==> src/rtl/gate_chk_pkg.sv <==
// Shared types and truth-table constants for the gate checker.
// Truth tables are indexed by {a,b}; bit0 is a=0,b=0.
package gate_chk_pkg;

  typedef enum logic [1:0] {
    IDLE,
    DRIVE,
    SAMPLE,
    DONE
  } state_e;

  localparam int TMR_W = 16;

  localparam logic [3:0] TT_NOR  = 4'b0001;
  localparam logic [3:0] TT_OR   = 4'b1110;
  localparam logic [3:0] TT_AND  = 4'b1000;
  localparam logic [3:0] TT_NAND = 4'b0111;
  localparam logic [3:0] TT_XOR  = 4'b0110;
  localparam logic [3:0] TT_XNOR = 4'b1001;

  function automatic logic tt_bit(
    input logic [3:0] tt,
    input logic [1:0] idx
  );
    return tt[idx];
  endfunction

endpackage

==> src/rtl/gate_chk_hold_timer.sv <==
// Loadable 16-bit down-counter; expire is high while the count is zero.
// Load has priority; the count rests at zero once reached.
module gate_chk_hold_timer
  import gate_chk_pkg::*;
(
  input  logic             clk,
  input  logic             rst_n,
  input  logic             load,
  input  logic [TMR_W-1:0] cnt_init,
  output logic             expire
);

  logic [TMR_W-1:0] cnt;

  // Reload on request, otherwise count down to zero and stop.
  always_ff @(posedge clk or negedge rst_n) begin
    if (!rst_n) begin
      cnt <= '0;
    end else if (load) begin
      cnt <= cnt_init;
    end else if (cnt != '0) begin
      cnt <= cnt - 1'b1;
    end
  end

  assign expire = (cnt == '0);

endmodule

==> config.mk <==
export PLATFORM = sky130hd
export DESIGN_NAME = gate_chk_hold_timer
export DESIGN_NICKNAME = d
export VERILOG_FILES = /design/src/rtl/gate_chk_pkg.sv /design/src/rtl/gate_chk_hold_timer.sv
export SDC_FILE = /design/constraint.sdc
export NUM_CORES = 1
export LEC_CHECK = 0
export ABC_CLOCK_PERIOD_IN_PS = 2000
export BUFFER_PORTS_ARGS = -buffer_cell sky130_fd_sc_hd__buf_2
export CAP_MARGIN = 5
export CORE_MARGIN = 2
export CORE_UTILIZATION = 39
export DETAILED_ROUTE_END_ITERATION = 8
export PLACE_DENSITY = 0.7
export SETUP_SLACK_MARGIN = 0.15
export SYNTH_ARGS = -nofsm -noshare
export SYNTH_HDL_FRONTEND = slang
export SYNTH_SLANG_ARGS = --single-unit
==> constraint.sdc <==
create_clock -name clk -period 2 [get_ports clk]
set_input_delay 0.2 -clock clk [delete_from_list [all_inputs] [get_ports clk]]
set_output_delay 0.2 -clock clk [all_outputs]
set_load 0.1 [all_outputs]
==> out/results.ini, run 1 <==
[timing]
hold_viol = 0
min_period_over_period_pct = 96.54
worst_max_slew_pin_slew_ns = 0.5451
fin_hold_ws_ns = 0.09985
min_period_ns = 1.931
setup_tns_ns = 0
final.setup_skew_ns = 0.008938
timing.final.setup_violations = 0
slew-limit-headroom_pct = 63.66
achievable-frequency_ghz = 0.5179
rsz0062_at_grt = true
slew_violations = 0

[yosys]
synth_area_per_cell_um2 = 9.673
syn-instance-count = 104
synth_area_leaders = dfrtp_1 (40%), xnor2_1 (7.0%), o211a_1 (6.0%), nand2b_1 (5.6%), nand2_1 (4.1%)
yosys.area.top_type = dfrtp_1
synth_top_area_share_pct = 39.80
synth_enable_flop_cells = 0
synth-main-ff-cell = dfrtp_1
synth_area_um2 = 1006
synth-seq-area-share_pct = 39.80
synth-seq-cells = 16
yosys_warnings = 0
async_flop_share_pct = 100.0
synth.net_count = 124
yosys.cell_types.count = 35

[finish]
fin_cells = 179
flow.area_growth_from_synthesis_pct = 39.80
layout.cells.most_common = buf_4
largest_register_ff_count = 16
fillerInstances = 212
nets = 170
largest_registers = cnt x16
post_route_cells_drive_above_1_share_pct = 40.94
insertedDiodeCount = 0
regMostFlops = cnt
layout.cells.most_common_list = buf_4 (25), buf_2 (18), dfrtp_1 (16)
postLayoutCellArea_um2 = 1406

[grt]
grt_pass1_vias = 848
gr-total-overflow = 0
groute.usage.overall_pct = 18.18
antenna_found_initial = 0
grt_pass1_wl_mm = 3.857
pin_count_of_the_biggest_net_entering_global_routing = 35

[power_and_ir_drop]
p_leak_uw = 0.0006193
max_rail_drop_vdd_v = 0.0004394
power_density_nw_per_um2 = 614.6

[clocking]
tritoncts_buffer_count = 3
cts_num_sinks = 16
worst_skew_pair.late_latency_ns = 0.30
number_of_h_tree_branching_levels = 1
clk_path_buf_depth = 2
clkSlewWorstSetupHoldPaths_ns = 0.11
tritoncts = yes
clockRootBuffer = clkbuf_4

[die]
std_cell_rows = 18
die-width_um = 54.79
core_area_um2 = 2455
die-height_um = 54.79
floorplan.die_area_um2 = 3001
starting_density_of_the_core_pct = 40.98
io_pins = 20

[worst_setup_path]
cpLargestDelayFamily = simple AND/OR/NAND/NOR gates
timing.critical_path.arrival_ns = 1.73
timing.critical_path.depth = 7
timing.critical_path.to_type = primary output
rrSetupSlack_ns = 0.13
reg2regPathDepth = 7
worst_path_max_delay_cell = dfrtp_1
crit_path_category = register to primary output
delay_of_the_slowest_cell_on_the_worst_path_ns = 0.41
maximum_fanout_encountered_on_the_critical_timing_path = 3
worst_setup_path_endpoint = expire
setup.worst_path.start = cnt[1]$_DFFE_PN0P_
r2r-end = cnt[13]$_DFFE_PN0P_
regToRegStartpoint = cnt[1]$_DFFE_PN0P_
setup.worst_path.start_class = register
critPathRequiredTime_ns = 1.80
cp_num_buf_inv = 3
critical_path.cell_chain = inv_2, ha_4, nor3b_4, nand3_2, buf_6, nor2_4, buf_12

[routing]
initialDrtViolationCount = 16
drt_pre_antenna_iters = 4
viasPerCell = 5.235
finalWirelength_mm = 2.521
route.vias.total = 937
wl_per_cell_um = 14.08
remaining_drc_errors = 0
number_of_routed_nets_with_antenna_violations = 0

[placement]
placed_area_um2 = 1170
dp_hpwl_mm = 1.536
globalplace.congestion = 0.7011
io_buffers = 19
numPlacedInstances = 152

[hold_path]
hp-class = input pin to register

[outcome]
run_status = complete, no violations

[job]
max-cap-violations = 0

[area by class of cell]
class                           count  area [um2]  area share [%]
Clock buffer                        4       36.28           2.580
Multi-Input combinational cell     81       605.6           43.06
Timing Repair Buffer               46       319.1           22.69
Inverter                            2       7.507          0.5338
Sequential cell                    16       400.4           28.47
Tap cell                           30       37.54           2.669
[metrics by stage]
step / setup WS [ns] / util [%] / power [uW]
finish: 0.06924 / 57.29 / 864.3
global route: 0.009448 / 57.29 / 905.5
CTS: 0.1117 / 55.10 / 838.1
detailed placement: 0.1013 / 47.66 / 568.7
global placement: 0.2324 / 47.66 / 561.6
floorplan: 0.1397 / - / 511.5
[logic make-up (layout without fill, tap and decap cells)]
family / after synthesis / count (layout) / synth area share [%]
mux: 1 / 1 / 0.9951
simple gates: 49 / 49 / 31.35
buf+inv: 7 / 52 / 2.861
flops: 16 / 16 / 39.80
fa+ha+maj: 1 / 1 / 1.244
xor+xnor: 8 / 8 / 6.965
compound gates: 22 / 22 / 16.79
[cells in the mapped netlist (2+ instances only)]
master and count:
clkbuf_1 3, xnor2_1 8, nand4b_1 2, o21ai_0 5
inv_1 2, nor2_1 4, buf_2 2, a221o_1 2
a21oi_1 3, nand2b_1 9, o31a_1 2, nor2b_1 3
nand4_1 2, o211a_1 6, nor4_2 2, nand2_1 11
nor3_1 4, dfrtp_1 16, nand3_1 2
[worst min path at each step]
| stage | start | to | slack [ns] | cells after the start |
|---|---|---|---|---|
| 6_report | cnt_init[3] | cnt[3]$_DFFE_PN0P_ | 0.1 | 3 |
| 5_1_grt | cnt_init[3] | cnt[3]$_DFFE_PN0P_ | 0.11 | 3 |
| 4_1_cts | cnt_init[3] | cnt[3]$_DFFE_PN0P_ | 0.11 | 3 |
| 3_5_place_dp | rst_n | cnt[4]$_DFFE_PN0P_ | 0.15 | 1 |
| 3_3_place_gp | rst_n | cnt[4]$_DFFE_PN0P_ | 0.13 | 1 |
| 2_1_floorplan | rst_n | cnt[0]$_DFFE_PN0P_ | -0.1 | 0 |
[routing by layer]
metal	part of all wire, %	GRT usage [%]	vias to the layer above
li1	-	-	466
met1	46	22.95	451
met2	49	30.75	16
met3	3.5	2.459	4
met4	1.1	7.500	0
met5	0	0	-
[worst min-delay path, cell delays in order]
cell and delay [ns]:
buf_2 0.07, nand2_1 0.04, o21ai_0 0.06
[power by group]
group,internal (uW),switching (uW)
clock network,111,114
registers,358,44.7
logic,138,98.9
total,607,257
[timing repair]
action,CTS,global route
resized for setup,5,2
buffers inserted,16,6
endpoints found under the hold margin,16,0
hold buffers,1,0
endpoints found under the setup margin,7,2
pin swaps,3,2
No activity file was read; power rests on OpenSTA's default activity.
==> run 2: changes to the inputs <==
--- a/config.mk
+++ b/config.mk
@@ -9,10 +9,11 @@
 export BUFFER_PORTS_ARGS = -buffer_cell sky130_fd_sc_hd__buf_2
 export CAP_MARGIN = 5
 export CORE_MARGIN = 2
-export CORE_UTILIZATION = 39
+export CORE_UTILIZATION = 53
 export DETAILED_ROUTE_END_ITERATION = 8
-export PLACE_DENSITY = 0.7
+export PLACE_DENSITY = 0.87
 export SETUP_SLACK_MARGIN = 0.15
+export SKIP_CTS_REPAIR_TIMING = 1
 export SYNTH_ARGS = -nofsm -noshare
 export SYNTH_HDL_FRONTEND = slang
 export SYNTH_SLANG_ARGS = --single-unit
==> constraint.sdc (replaced) <==
create_clock -name clk -period 2 [get_ports clk]
set_input_delay 0.6 -clock clk [delete_from_list [all_inputs] [get_ports clk]]
set_output_delay 0.6 -clock clk [all_outputs]
set_load 0.1 [all_outputs]
==> out/results.ini, run 2 (synthesis gave the netlist of run 1 again) <==
[grt]
pin_count_of_the_biggest_net_entering_global_routing = 25
gr-total-overflow = 0
grt_pass1_wl_mm = 3.760
grt_pass1_vias = 858
groute.usage.overall_pct = 24.03
antenna_found_initial = 0

[clocking]
number_of_h_tree_branching_levels = 1
clockRootBuffer = clkbuf_4
cts_num_sinks = 16
tritoncts = yes
worst_skew_pair.late_latency_ns = 0.29
tritoncts_buffer_count = 3
clkSlewWorstSetupHoldPaths_ns = 0.10
clk_path_buf_depth = 2

[timing]
rsz0062_at_grt = true
timing.final.setup_violations = 1
slew-limit-headroom_pct = 74.26
min_period_over_period_pct = 111.8
achievable-frequency_ghz = 0.4473
fin_hold_ws_ns = 0.2081
worst_max_slew_pin_slew_ns = 0.3860
final.setup_skew_ns = 0.002536
worst_slack_ns = -0.2354
min_period_ns = 2.235
hold_viol = 0
slew_violations = 0

[routing]
number_of_routed_nets_with_antenna_violations = 0
wl_per_cell_um = 15.64
drt_pre_antenna_iters = 4
route.vias.total = 946
finalWirelength_mm = 2.581
remaining_drc_errors = 0
viasPerCell = 5.733
initialDrtViolationCount = 21

[worst_setup_path]
rrSetupSlack_ns = 0.07
reg2regPathDepth = 8
timing.critical_path.to_type = primary output
r2r-end = cnt[13]$_DFFE_PN0P_
maximum_fanout_encountered_on_the_critical_timing_path = 3
critPathRequiredTime_ns = 1.40
timing.critical_path.arrival_ns = 1.64
setup.worst_path.start_class = register
regToRegStartpoint = cnt[1]$_DFFE_PN0P_
crit_path_category = register to primary output

[job]
max-cap-violations = 0

[die]
die-width_um = 47.57
starting_density_of_the_core_pct = 57.02
std_cell_rows = 15
die-height_um = 47.57
io_pins = 20
floorplan.die_area_um2 = 2262
core_area_um2 = 1764

[finish]
layout.cells.most_common = buf_4
insertedDiodeCount = 0
flow.area_growth_from_synthesis_pct = 32.34
regMostFlops = cnt
largest_registers = cnt x16
fillerInstances = 139
post_route_cells_drive_above_1_share_pct = 38.57
largest_register_ff_count = 16
nets = 162
layout.cells.most_common_list = buf_4 (19), buf_2 (18), dfrtp_1 (15)

[power_and_ir_drop]
power_density_nw_per_um2 = 594.1
p_leak_uw = 0.0005713
total_power_uw = 790.9
max_rail_drop_vdd_v = 0.0004005

[outcome]
violations = negative setup slack
run_status = finished, violations left

[hold_path]
hp-class = input pin to async pin

[placement]
globalplace.congestion = 0.8311
io_buffers = 19
dp_hpwl_mm = 1.687

[run 2: changes by cell type in the layout (fill, tap and decap cells not counted), sizes merged]
cell / change
buf: -7
clkbuf: -1
dlygate4sd3: -1
[run 2: how the worst max path moves through the flow]
stage,depth (start not counted),slack (ns),end,start
CTS,6,-0.28,expire,cnt[1]$_DFFE_PN0P_
floorplan,5,-0.26,expire,cnt[0]$_DFFE_PN0P_
detailed placement,4,0.04,expire,cnt[11]$_DFFE_PN0P_
finish,6,-0.24,expire,cnt[1]$_DFFE_PN0P_
global placement,6,0.15,expire,cnt[1]$_DFFE_PN0P_
global route,6,-0.28,expire,cnt[1]$_DFFE_PN0P_
[run 2: cell type report]
type	instances	area (um2)	share of cell area (%)
Multi-Input combinational cell	81	615.6	46.24
Tap cell	25	31.28	2.350
Sequential cell	16	401.6	30.17
Inverter	2	7.507	0.5639
Clock buffer	3	22.52	1.692
Timing Repair Buffer	38	252.7	18.98
[run 2: metal layers]
layer  wire length, um  vias to the layer above  global-route usage [%]
met3               114                        2                   4.528
li1                  -                      452                       -
met2              1380                       35                   42.43
met4                13                        0                   9.730
met1              1072                      457                   28.64
met5                 0                        -                       0
[run 2: power by group]
group	internal [uW]	total (uW)	switching [uW]
Combinational	114	206	92.6
Sequential	358	410	51.3
Clock	70.0	175	105
Total	542	791	249
[run 2: stage by stage]
stage | util (%) | setup slack (ns) | setup TNS (ns) | instance area [um2] | cells
global placement | 67.23 | 0.1532 | 0 | 1186 | 150
global route | 75.46 | -0.2819 | -0.2819 | 1331 | 165
finish | 75.46 | -0.2354 | -0.2354 | 1331 | 165
floorplan | - | -0.2603 | -0.2603 | 1013 | 104
CTS | 68.51 | -0.2814 | -0.2814 | 1209 | 153
detailed placement | 67.23 | 0.04407 | 0 | 1186 | 150
[run 2: critical path, stage by stage (launching register included)]
cell	delay (ns)
dfrtp_1	0.42
inv_2	0.10
ha_4	0.13
nor3b_4	0.23
nand3_2	0.14
nor2_4	0.15
buf_12	0.18
